--- src/rtl/pipe_stage_reg.sv ---
// Pipeline stage register with valid/ready handshake, exception-redirect kill and stall bubble.
// Latency 1 cycle in->out. Without PIPE_STAGE_SKID_EN, in_ready = out_ready || !out_valid; with it, a registered skid entry decouples in_ready.
module pipe_stage_reg #(
    parameter int PC_W = 32,
    parameter int PAYLOAD_W = 160,
    parameter int EXC_W = 5,
    parameter logic [PC_W-1:0] EXC_PC = PC_W'(32'h0000_4180)
) (
    input  logic                 clk,
    input  logic                 reset,
    input  logic                 in_valid,
    output logic                 in_ready,
    input  logic [PC_W-1:0]      in_pc,
    input  logic [PAYLOAD_W-1:0] in_payload,
    input  logic [EXC_W-1:0]     in_exc_code,
    input  logic                 in_delay_slot,
    input  logic                 bubble,
    input  logic                 req,
    output logic                 out_valid,
    input  logic                 out_ready,
    output logic [PC_W-1:0]      out_pc,
    output logic [PAYLOAD_W-1:0] out_payload,
    output logic [EXC_W-1:0]     out_exc_code,
    output logic                 out_delay_slot,
    output logic [1:0]           occupancy
);

    logic                 main_vld_q, main_vld_d;
    logic [PC_W-1:0]      main_pc_q, main_pc_d;
    logic [PAYLOAD_W-1:0] main_pay_q, main_pay_d;
    logic [EXC_W-1:0]     main_exc_q, main_exc_d;
    logic                 main_ds_q, main_ds_d;
    logic                 in_xfer, out_xfer;

`ifdef PIPE_STAGE_SKID_EN
    logic                 skid_vld_q, skid_vld_d;
    logic [PC_W-1:0]      skid_pc_q, skid_pc_d;
    logic [PAYLOAD_W-1:0] skid_pay_q, skid_pay_d;
    logic [EXC_W-1:0]     skid_exc_q, skid_exc_d;
    logic                 skid_ds_q, skid_ds_d;

    // in_ready comes straight from a flop, so it never depends on out_ready this cycle
    assign in_ready  = !skid_vld_q;
    assign occupancy = {1'b0, main_vld_q} + {1'b0, skid_vld_q};
`else
    assign in_ready  = out_ready || !main_vld_q;
    assign occupancy = {1'b0, main_vld_q};
`endif

    assign out_xfer = main_vld_q && out_ready;
    assign in_xfer  = in_valid && in_ready && !req && !bubble;

    always_comb begin
        main_vld_d = main_vld_q;
        main_pc_d  = main_pc_q;
        main_pay_d = main_pay_q;
        main_exc_d = main_exc_q;
        main_ds_d  = main_ds_q;
`ifdef PIPE_STAGE_SKID_EN
        skid_vld_d = skid_vld_q;
        skid_pc_d  = skid_pc_q;
        skid_pay_d = skid_pay_q;
        skid_exc_d = skid_exc_q;
        skid_ds_d  = skid_ds_q;
`endif
        if (req) begin
            main_vld_d = 1'b0;
            main_pc_d  = EXC_PC;
            main_pay_d = '0;
            main_exc_d = '0;
            main_ds_d  = 1'b0;
`ifdef PIPE_STAGE_SKID_EN
            skid_vld_d = 1'b0;
`endif
        end else if (bubble) begin
            main_vld_d = 1'b0;
            main_pc_d  = in_pc;
            main_pay_d = '0;
            main_exc_d = '0;
            main_ds_d  = in_delay_slot;
`ifdef PIPE_STAGE_SKID_EN
            skid_vld_d = 1'b0;
`endif
        end else begin
`ifdef PIPE_STAGE_SKID_EN
            if (skid_vld_q) begin
                // skid full means in_ready is low, so only the drain path can fire
                if (out_xfer) begin
                    main_vld_d = 1'b1;
                    main_pc_d  = skid_pc_q;
                    main_pay_d = skid_pay_q;
                    main_exc_d = skid_exc_q;
                    main_ds_d  = skid_ds_q;
                    skid_vld_d = 1'b0;
                end
            end else if (!main_vld_q || out_xfer) begin
                main_vld_d = in_xfer;
                if (in_xfer) begin
                    main_pc_d  = in_pc;
                    main_pay_d = in_payload;
                    main_exc_d = in_exc_code;
                    main_ds_d  = in_delay_slot;
                end
            end else if (in_xfer) begin
                skid_vld_d = 1'b1;
                skid_pc_d  = in_pc;
                skid_pay_d = in_payload;
                skid_exc_d = in_exc_code;
                skid_ds_d  = in_delay_slot;
            end
`else
            if (in_xfer) begin
                main_vld_d = 1'b1;
                main_pc_d  = in_pc;
                main_pay_d = in_payload;
                main_exc_d = in_exc_code;
                main_ds_d  = in_delay_slot;
            end else if (out_xfer) begin
                main_vld_d = 1'b0;
            end
`endif
        end
    end

    always_ff @(posedge clk) begin
        if (reset) begin
            main_vld_q <= 1'b0;
            main_pc_q  <= '0;
            main_pay_q <= '0;
            main_exc_q <= '0;
            main_ds_q  <= 1'b0;
`ifdef PIPE_STAGE_SKID_EN
            skid_vld_q <= 1'b0;
            skid_pc_q  <= '0;
            skid_pay_q <= '0;
            skid_exc_q <= '0;
            skid_ds_q  <= 1'b0;
`endif
        end else begin
            main_vld_q <= main_vld_d;
            main_pc_q  <= main_pc_d;
            main_pay_q <= main_pay_d;
            main_exc_q <= main_exc_d;
            main_ds_q  <= main_ds_d;
`ifdef PIPE_STAGE_SKID_EN
            skid_vld_q <= skid_vld_d;
            skid_pc_q  <= skid_pc_d;
            skid_pay_q <= skid_pay_d;
            skid_exc_q <= skid_exc_d;
            skid_ds_q  <= skid_ds_d;
`endif
        end
    end

    assign out_valid      = main_vld_q;
    assign out_pc         = main_pc_q;
    assign out_payload    = main_pay_q;
    assign out_exc_code   = main_exc_q;
    assign out_delay_slot = main_ds_q;

endmodule

--- config.mk ---
export PLATFORM = sky130hd
export DESIGN_NAME = pipe_stage_reg
export DESIGN_NICKNAME = d
export VERILOG_FILES = /design/src/rtl/pipe_stage_reg.sv
export SDC_FILE = /design/constraint.sdc
export NUM_CORES = 1
export LEC_CHECK = 0
export CAP_MARGIN = 20
export CORE_AREA = 3 3 157 159
export CTS_CLUSTER_DIAMETER = 30
export CTS_CLUSTER_SIZE = 20
export DETAILED_ROUTE_END_ITERATION = 10
export DIE_AREA = 0 0 160 162
export PLACE_DENSITY = 0.7
export SLEW_MARGIN = 10
export SYNTH_ARGS = -nofsm -noshare
export SYNTH_HDL_FRONTEND = slang
export SYNTH_SLANG_ARGS = --single-unit
--- constraint.sdc ---
create_clock -name clk -period 1.3 [get_ports clk]
set_clock_uncertainty 0.05 [all_clocks]
set_input_delay 0.26 -clock clk [delete_from_list [all_inputs] [get_ports clk]]
set_output_delay 0.26 -clock clk [all_outputs]
set_load 0.005 [all_outputs]
# --- Word level (Yosys, flattened, before mapping) ---
# Index checks and enable logic that the tools add are counted.
word_totals:
  ff_bits: 199
  latch_bits: 0
  ramBits: 0
  romBits: 0
  inputBits: 204
  out_inout_bits: 202
  elab_cells: 26
  memories: 0
op_classes:
  add_sub_neg: 0
  n_mul: 0
  n_div: 0
  magnitude_cmp: 0
  n_eq_ne: 0
  shift: 0
  mux: 7
  bitwise_logic: 0
  n_reduce_logical: 13
ops:
  columns: ["op", "n"]
  rows:
  - ["32-bit 2-to-1 mux", 2]
  - ["15-bit 2-to-1 mux", 1]
  - ["1-bit logical AND", 4]
  - ["1-bit 2-to-1 mux", 4]
  - ["2-bit nonzero test", 2]
  - ["1-bit logical NOT", 3]
  - ["3-bit nonzero test", 1]
  - ["3-bit OR reduction", 1]
  - ["2-bit OR reduction", 1]
  - ["1-bit logical OR", 1]

# --- Longest topological paths before layout ---
# Gate-level depths: netlist of the first run.
logic_depth:
  depth_word: 8
  mapped_depth: 8
  depth_no_buf: 4

# --- Least setup slack after synthesis of the first run ---
# No wires, ideal clock.
synth_path:
  path_kind: "register to register"
  startpoint: "register main_vld_q, in the netlist out_valid"
  endpoint: "register main_ds_q, in the netlist out_delay_slot"
  setup_time_ps: 72
  arrival_time_ps: 1324
  t_required_ps: 1178
  slack_ps: -146
  stages_incl_launch_ff: 8
  n_path_buf: 3
  synth_period_minus_slack_ps: 1446
  path_cell_list: "dfxtp_1 > nor2b_1 > buf_2 > buf_4 > inv_4 > a21oi_2 > buf_4 > mux2i_1"
synth_via:
  elab_chain_len: 6
synth_lines:
  columns: ["element", "line_no", "source"]
  rows:
  - ["start: declaration", "28", "logic main_vld_q, main_vld_d;"]
  - ["start signal: assignment", "140", "main_vld_q <= main_vld_d;"]
  - ["1-bit logical NOT", "46", "assign in_ready = out_ready || !main_vld_q;"]
  - ["1-bit logical OR", "46", null]
  - ["1-bit logical AND (3 in series)", "51", "assign in_xfer = in_valid && in_ready && !req && !bubble;"]
  - ["2-bit nonzero test (no source line)", null, null]
  - ["end signal: assignment", "144", "main_ds_q <= main_ds_d;"]
  - ["end: declaration", "32", "logic main_ds_q, main_ds_d;"]
# No other way between the ends.
# A chain may end at the register's enable or synchronous reset.

# --- Final worst setup path of the first run ---
layout_path:
  startpoint: "register main_vld_q, in the netlist out_valid"
  endpoint: "register main_pay_q[36], in the netlist out_payload[36]"
layout_via:
  elab_chain_len: 5
layout_lines:
  columns: ["element", "line_no", "source"]
  rows:
  - ["1-bit logical NOT", "46", null]
  - ["1-bit logical OR", "46", null]
  - ["1-bit logical AND (3 in series)", "51", null]
  - ["end signal: assignment", "142", "main_pay_q <= main_pay_d;"]
  - ["end: declaration", "30", "logic [PAYLOAD_W-1:0] main_pay_q, main_pay_d;"]
# No other way between the ends.

==> results of run 1 <==
-- power by group through the flow --
| stage | sequential (mW) | combinational [mW] | clock [mW] |
|---|---|---|---|
| final | 6.26 | 1.86 | 5.15 |
| after global routing | 6.27 | 1.97 | 5.50 |
| after CTS | 6.26 | 1.73 | 5.26 |
| after detailed placement | 6.39 | 1.70 | 0 |
| after global placement | 6.39 | 1.70 | 0 |
| after floorplan | 6.40 | 0.647 | 0 |
-- metrics by stage --
| step | area, µm² | hold WS, ns | power (mW) |
|---|---|---|---|
| after global placement | 12800 | 0.394 | 8.09 |
| after detailed placement | 12800 | 0.400 | 8.09 |
| after floorplan | 8430 | 0.288 | 7.04 |
| after global routing | 14300 | 0.257 | 13.7 |
| after CTS | 13600 | 0.290 | 13.3 |
| final | 14300 | 0.272 | 13.3 |
-- how the worst max path moves through the flow --
stage	startpoint	to	slack, ns	cells past startpoint
after floorplan	out_valid	out_delay_slot	-0.10	7
after global placement	req	out_payload[80]	-0.53	4
after detailed placement	req	out_payload[6]	-0.59	4
after CTS	out_valid	in_ready	-0.13	3
after global routing	out_valid	out_pc[2]	-0.20	6
final	out_valid	out_payload[36]	-0.15	6
-- cells in the final DEF (no fill, tap or decap), drive strengths merged --
master	count
clkdlybuf4s50	201
a21oi	167
o21ai	165
clkdlybuf4s15	124
nand2	60
or3	1
nand2b	2
inv	6
clkbuf	40
clkinvlp	2
a2111oi	4
and3	1
nor2b	2
nand3	165
conb	1
dfxtp	199
clkinv	5
dlymetal6s2s	1
buf	150
nor2	4
dlygate4sd2	1
mux2i	30
nor4	4
-- final cells by class --
| cell class | count | area share |
|---|---|---|
| clock buffers | 19 | 0.0309 |
| clock inverters | 12 | 0.00769 |
| inverters | 1 | 0.000612 |
| multi-input cells | 606 | 0.273 |
| flip-flops and latches | 199 | 0.290 |
| well taps | 319 | 0.0279 |
| repair buffers | 498 | 0.370 |
-- what timing repair did --
item	in CTS	in global routing
endpoints found under the setup margin	399	318
gates resized for setup	845	91
cloned	4	24
buffers inserted	10	4
pin swaps	4	36
-- worst reg2reg max path: cells and delay by family (launching register included) --
kind	cells	cell delay [ns]
AO/OA/AOI/OAI	2	0.26
buffers and inverters	3	0.55
flip-flops	1	0.33
AND/OR/NAND/NOR	1	0.19
-- routing by layer --
metal / GRT usage / vias to the layer above / wire [µm]
li1: - / 4055 / -
met1: 0.275 / 4119 / 14000
met2: 0.387 / 413 / 16300
met3: 0.0791 / 35 / 3080
met4: 0.0623 / 2 / 558
met5: 0 / - / 13
-- kinds of logic after synthesis --
| group | count (synthesis) | share of synthesized area |
|---|---|---|
| muxes | 30 | 0.0369 |
| buffers and inverters | 106 | 0.0786 |
| AOI/OAI and AO/OA | 336 | 0.256 |
| and+or+nand+nor | 239 | 0.139 |
| other | 1 | 0.000461 |
| DFF | 199 | 0.490 |
-- sequential cells by signal (all words and copies together) (netlist names) --
signal and count:
out_payload 160, out_valid 1, out_delay_slot 1, out_pc 32
out_exc_code 5
==> flow_metrics.py, run 1 <==
metrics = {
    "setup_path": {
        "critPathLaunchType": "flip-flop",
        "critPathKind": "flip-flop to flip-flop",
        "cp_slowest_cell": "dfxtp_2",
        "r2r_end": "out_payload[36]",
        "critPathMaxStageDelay_ns": 0.33,
        "crit_fanout": 20,
        "crit_buf_inv": 3,
        "reg2reg_slack_ns": -0.15,
        "critical_path.most_common_cell": "clkbuf_16",
        "worstPathCellList": "nor2b_4 -> buf_6 -> clkbuf_16 -> clkbuf_16 -> o21ai_1 -> a21oi_2",
        "cp_top_family": "buffers and inverters",
        "end_kind": "flip-flop",
        "worstPathRequired_ns": 1.60,
        "ff2ff_path_depth": 6,
        "critPathArrivalTime_ns": 1.75,
        "reg2reg_from": "out_valid",
    },
    "pwr": {
        "p_int_mw": 9.84,
        "swShare": 0.259,
        "comb_power_share": 0.140,
        "powerDensity_nw_per_um2": 926,
        "p_seq_frac": 0.472,
        "p_sw_mw": 3.43,
        "ir_drop_v": 0.000774,
        "clockPowerShare": 0.388,
        "leakage_nw": 5.09,
    },
    "synthesis": {
        "async_flop_share": 0,
        "synth_flop_cell": "dfxtp_1",
        "synth_seq_area_share": 0.490,
        "syn-num-nets": 1115,
        "synth_edf_count": 0,
        "avgSynthCellArea_um2": 8.93,
        "synth_cells": 911,
        "netlist_area_um2": 8140,
        "synth.most_common_cell": "dfxtp_1",
        "synthTopCellsByArea": "dfxtp_1 (49%), a21oi_2 (11%), nand3_1 (10%), o21ai_0 (10%), a21oi_1 (4.0%)",
        "ys_ff_latch": 199,
        "yosysTopAreaCell": "dfxtp_1",
        "yosysTopAreaCellShare": 0.490,
        "synthTopCellsByCount": "dfxtp_1 (199), nand3_1 (165), o21ai_0 (165)",
        "synth_cell_types": 22,
        "synth.yosys.warnings": 0,
    },
    "timing": {
        "drv_slew": 0,
        "hold_violations": 0,
        "fin_crit_ns": 1.45,
        "setup_violations": 202,
        "rsz0062_at_grt": "yes",
        "fmax_mhz": 691,
        "setup_slack_ns": -0.148,
        "tns_ns": -15.06,
        "fin_crit_sh": 1.11,
    },
    "routing": {
        "first_pass_iters": 5,
        "wl_um": 33900,
        "remaining_drc_errors": 0,
        "drt_iter0_markers": 601,
        "detail_route.wl_per_cell_um": 20.5,
        "vias": 8624,
        "antenna_left": 0,
        "viasPerCell": 5.21,
    },
    "die": {
        "initial_core_util": 0.348,
        "io_pins": 406,
        "num_rows": 56,
        "dieArea_um2": 25900,
        "dieHeight_um": 162,
        "die_x_um": 160,
        "fp.coreArea_um2": 23400,
    },
    "place": {
        "dp_cells": 1583,
        "dp_worst_setup_slack_ns": -0.591,
        "hpwlAfterDp_um": 21000,
        "port_buffers": 404,
        "gp_congestion": 0.847,
    },
    "grt": {
        "grt_pass1_wl_um": 47500,
        "grt_max_degree": 58,
        "grt-ovfl-total": 0,
        "grt_pass1_vias": 8314,
        "grt.total_usage": 0.228,
        "antenna_found_initial": 1,
    },
    "cts": {
        "clk_latency_ns": 0.42,
        "cts-buffers-inserted": 17,
        "cts_tree": "yes",
        "ctsHoldBuffers": 0,
        "cts_sinks": 199,
        "htree_levels": 4,
        "clockRootBuffer": "clkbuf_16",
        "clock_path_buffers": 2,
        "cts.reportedPaths.clkPinSlew_ns": 0.07,
    },
    "worst_hold_path": {
        "whs_endpoint": "out_pc[7]",
        "holdCritPathClass": "primary input to flip-flop",
        "hp-start": "bubble",
        "min_path_cells": 3,
    },
    "final_layout": {
        "drive_gt1_frac": 0.430,
        "fin_util": 0.612,
        "nFillCells": 2007,
        "multiInputGateArea_um2": 3910,
        "seq_area_um2": 4150,
        "num_antenna_cells": 0,
        "area_growth_pct": 76.0,
        "final_nets": 1527,
        "fin_cells": 1654,
    },
    "run": {
        "drv_cap": 0,
    },
    "outcome": {
        "failed_checks": "setup timing",
        "outcome": "finished, violations left",
    },
}
Power figures use the tool's default switching activity.
==> run 2, diff against run 1 <==
Settings changed: PLACE_DENSITY 0.7 to 0.73.
==> run 2 against run 1 <==
Net effect: the run still ends with setup timing left; die area unchanged; first-iteration DRC count increased by 9.2%; combinational power decreased by 2%; via count decreased by 1.8%; largest cell class unchanged; wire length decreased by 6.8%; cell count decreased by 0.67%.
==> flow_metrics.py, run 2 (synthesis results as in run 1) <==
metrics = {
    "setup_path": {
        "worstPathRequired_ns": 1.60,
        "critPathArrivalTime_ns": 1.85,
        "cp_top_family": "buffers and inverters",
        "crit_buf_inv": 4,
        "critical_path.most_common_cell": "buf_6",
        "reg2reg_slack_ns": -0.25,
        "r2r_end": "out_payload[56]",
        "critPathLaunchType": "flip-flop",
        "critPathKind": "flip-flop to flip-flop",
        "end_kind": "flip-flop",
        "critPathMaxStageDelay_ns": 0.34,
        "cp.depth": 7,
        "cp_slowest_cell": "dfxtp_2",
        "reg2reg_from": "out_valid",
        "crit_fanout": 7,
        "ff2ff_path_depth": 7,
        "worstPathCellList": "nor2b_4 -> buf_6 -> buf_12 -> buf_6 -> buf_16 -> o21ai_1 -> a21oi_2",
        "crit_end": "out_payload[56]",
        "critPathLaunch": "out_valid",
    },
    "pwr": {
        "p_int_mw": 9.82,
        "comb_power_share": 0.137,
        "p_seq_frac": 0.474,
        "swShare": 0.257,
        "clockPowerShare": 0.389,
        "leakage_nw": 4.92,
        "powerDensity_nw_per_um2": 924,
        "p_sw_mw": 3.40,
        "ir_drop_v": 0.000816,
    },
    "timing": {
        "drv_slew": 0,
        "tns_ns": -24.97,
        "rsz0062_at_grt": "yes",
        "fmax_mhz": 643,
        "holdWs_ns": 0.324,
        "fin_crit_sh": 1.20,
        "fin_crit_ns": 1.55,
        "setup_violations": 209,
        "setup_slack_ns": -0.254,
        "hold_violations": 0,
    },
    "cts": {
        "cts_sinks": 199,
        "ctsHoldBuffers": 0,
        "htree_levels": 4,
        "clk_latency_ns": 0.42,
        "cts_tree": "yes",
        "cts.reportedPaths.clkPinSlew_ns": 0.08,
        "clockRootBuffer": "clkbuf_16",
        "cts-buffers-inserted": 17,
        "clock_path_buffers": 2,
    },
    "grt": {
        "grt_max_degree": 72,
        "grt-ovfl-total": 0,
        "grt.total_usage": 0.228,
        "antenna_found_initial": 0,
        "grt_pass1_vias": 8451,
        "grt_pass1_wl_um": 47400,
    },
    "run": {
        "drv_cap": 0,
    },
    "die": {
        "dieArea_um2": 25900,
        "fp.coreArea_um2": 23400,
        "initial_core_util": 0.348,
        "die_x_um": 160,
        "num_rows": 56,
        "io_pins": 406,
        "dieHeight_um": 162,
    },
    "routing": {
        "vias": 8470,
        "drt_iter0_markers": 656,
        "antenna_left": 0,
        "first_pass_iters": 7,
        "viasPerCell": 5.16,
        "wl_um": 31600,
        "remaining_drc_errors": 0,
        "detail_route.wl_per_cell_um": 19.2,
    },
    "final_layout": {
        "area_growth_pct": 75.9,
        "num_antenna_cells": 0,
        "final_nets": 1516,
        "layout_common_cells": "clkdlybuf4s50_1 (202), nand3_1 (160), a21oi_2 (138), dfxtp_2 (122), clkdlybuf4s15_1 (104)",
        "largest_reg_flops": 160,
        "final_common_cell": "clkdlybuf4s50_1",
        "drive_gt1_frac": 0.387,
    },
    "outcome": {
        "failed_checks": "setup timing",
        "outcome": "finished, violations left",
    },
    "place": {
        "gp_congestion": 0.814,
        "hpwlAfterDp_um": 21100,
        "port_buffers": 404,
    },
    "worst_hold_path": {
        "holdCritPathClass": "primary input to flip-flop",
    },
}
-- run 2: final cells by class --
type | instances | area, µm²
Timing Repair Buffer | 487 | 5260
Inverter | 1 | 8.76
Clock inverter | 12 | 113
Sequential cell | 199 | 4140
Multi-Input combinational cell | 606 | 3950
Fill cell | 1956 | 9090
Tap cell | 319 | 399
Clock buffer | 19 | 443
-- run 2: stage by stage --
stage	cell area, µm²	utilization	setup WS [ns]	std cells	power, mW
2_1_floorplan	8430	-	-0.104	911	7.04
5_1_grt	14300	0.612	-0.314	1643	13.7
3_3_place_gp	12900	0.553	-0.570	1589	8.10
4_1_cts	13900	0.594	-0.250	1634	13.3
6_report	14300	0.612	-0.254	1643	13.2
3_5_place_dp	12900	0.553	-0.603	1589	8.11
-- run 2: worst register-to-register path, stage by stage (launching register included) --
cell and delay, ns:
dfxtp_2 0.34, nor2b_4 0.22, buf_6 0.17, buf_12 0.15
buf_6 0.13, buf_16 0.12, o21ai_1 0.12, a21oi_2 0.17
-- run 2: power groups by stage --
| stage | logic (mW) | registers [mW] | clock network [mW] |
|---|---|---|---|
| 2_1_floorplan | 0.647 | 6.40 | 0 |
| 3_3_place_gp | 1.71 | 6.39 | 0 |
| 6_report | 1.82 | 6.26 | 5.14 |
| 4_1_cts | 1.74 | 6.26 | 5.26 |
| 5_1_grt | 1.94 | 6.27 | 5.53 |
| 3_5_place_dp | 1.71 | 6.39 | 0 |
-- run 2: worst min path at each step --
stage	startpoint	end	slack, ns	cells past startpoint
floorplan	reset	out_pc[14]	0.29	1
global placement	out_pc[30]	out_pc[30]	0.39	2
detailed placement	out_pc[29]	out_pc[29]	0.40	2
CTS	in_pc[9]	out_pc[9]	0.30	3
global route	in_pc[27]	out_pc[27]	0.30	3
finish	in_pc[9]	out_pc[9]	0.32	3
-- run 2: routing by layer --
layer | up-vias | wire, µm | track usage
met3 | 31 | 2500 | 0.0737
met4 | 0 | 566 | 0.0611
met5 | - | 0 | 0
met1 | 4048 | 13000 | 0.275
met2 | 353 | 15500 | 0.391
li1 | 4038 | - | -
-- run 2: what timing repair did --
action	4_1_cts	5_1_grt
setup endpoints to repair	400	345
pin swaps	3	71
cloned	6	7
resized for setup	715	122
buffers inserted	8	4
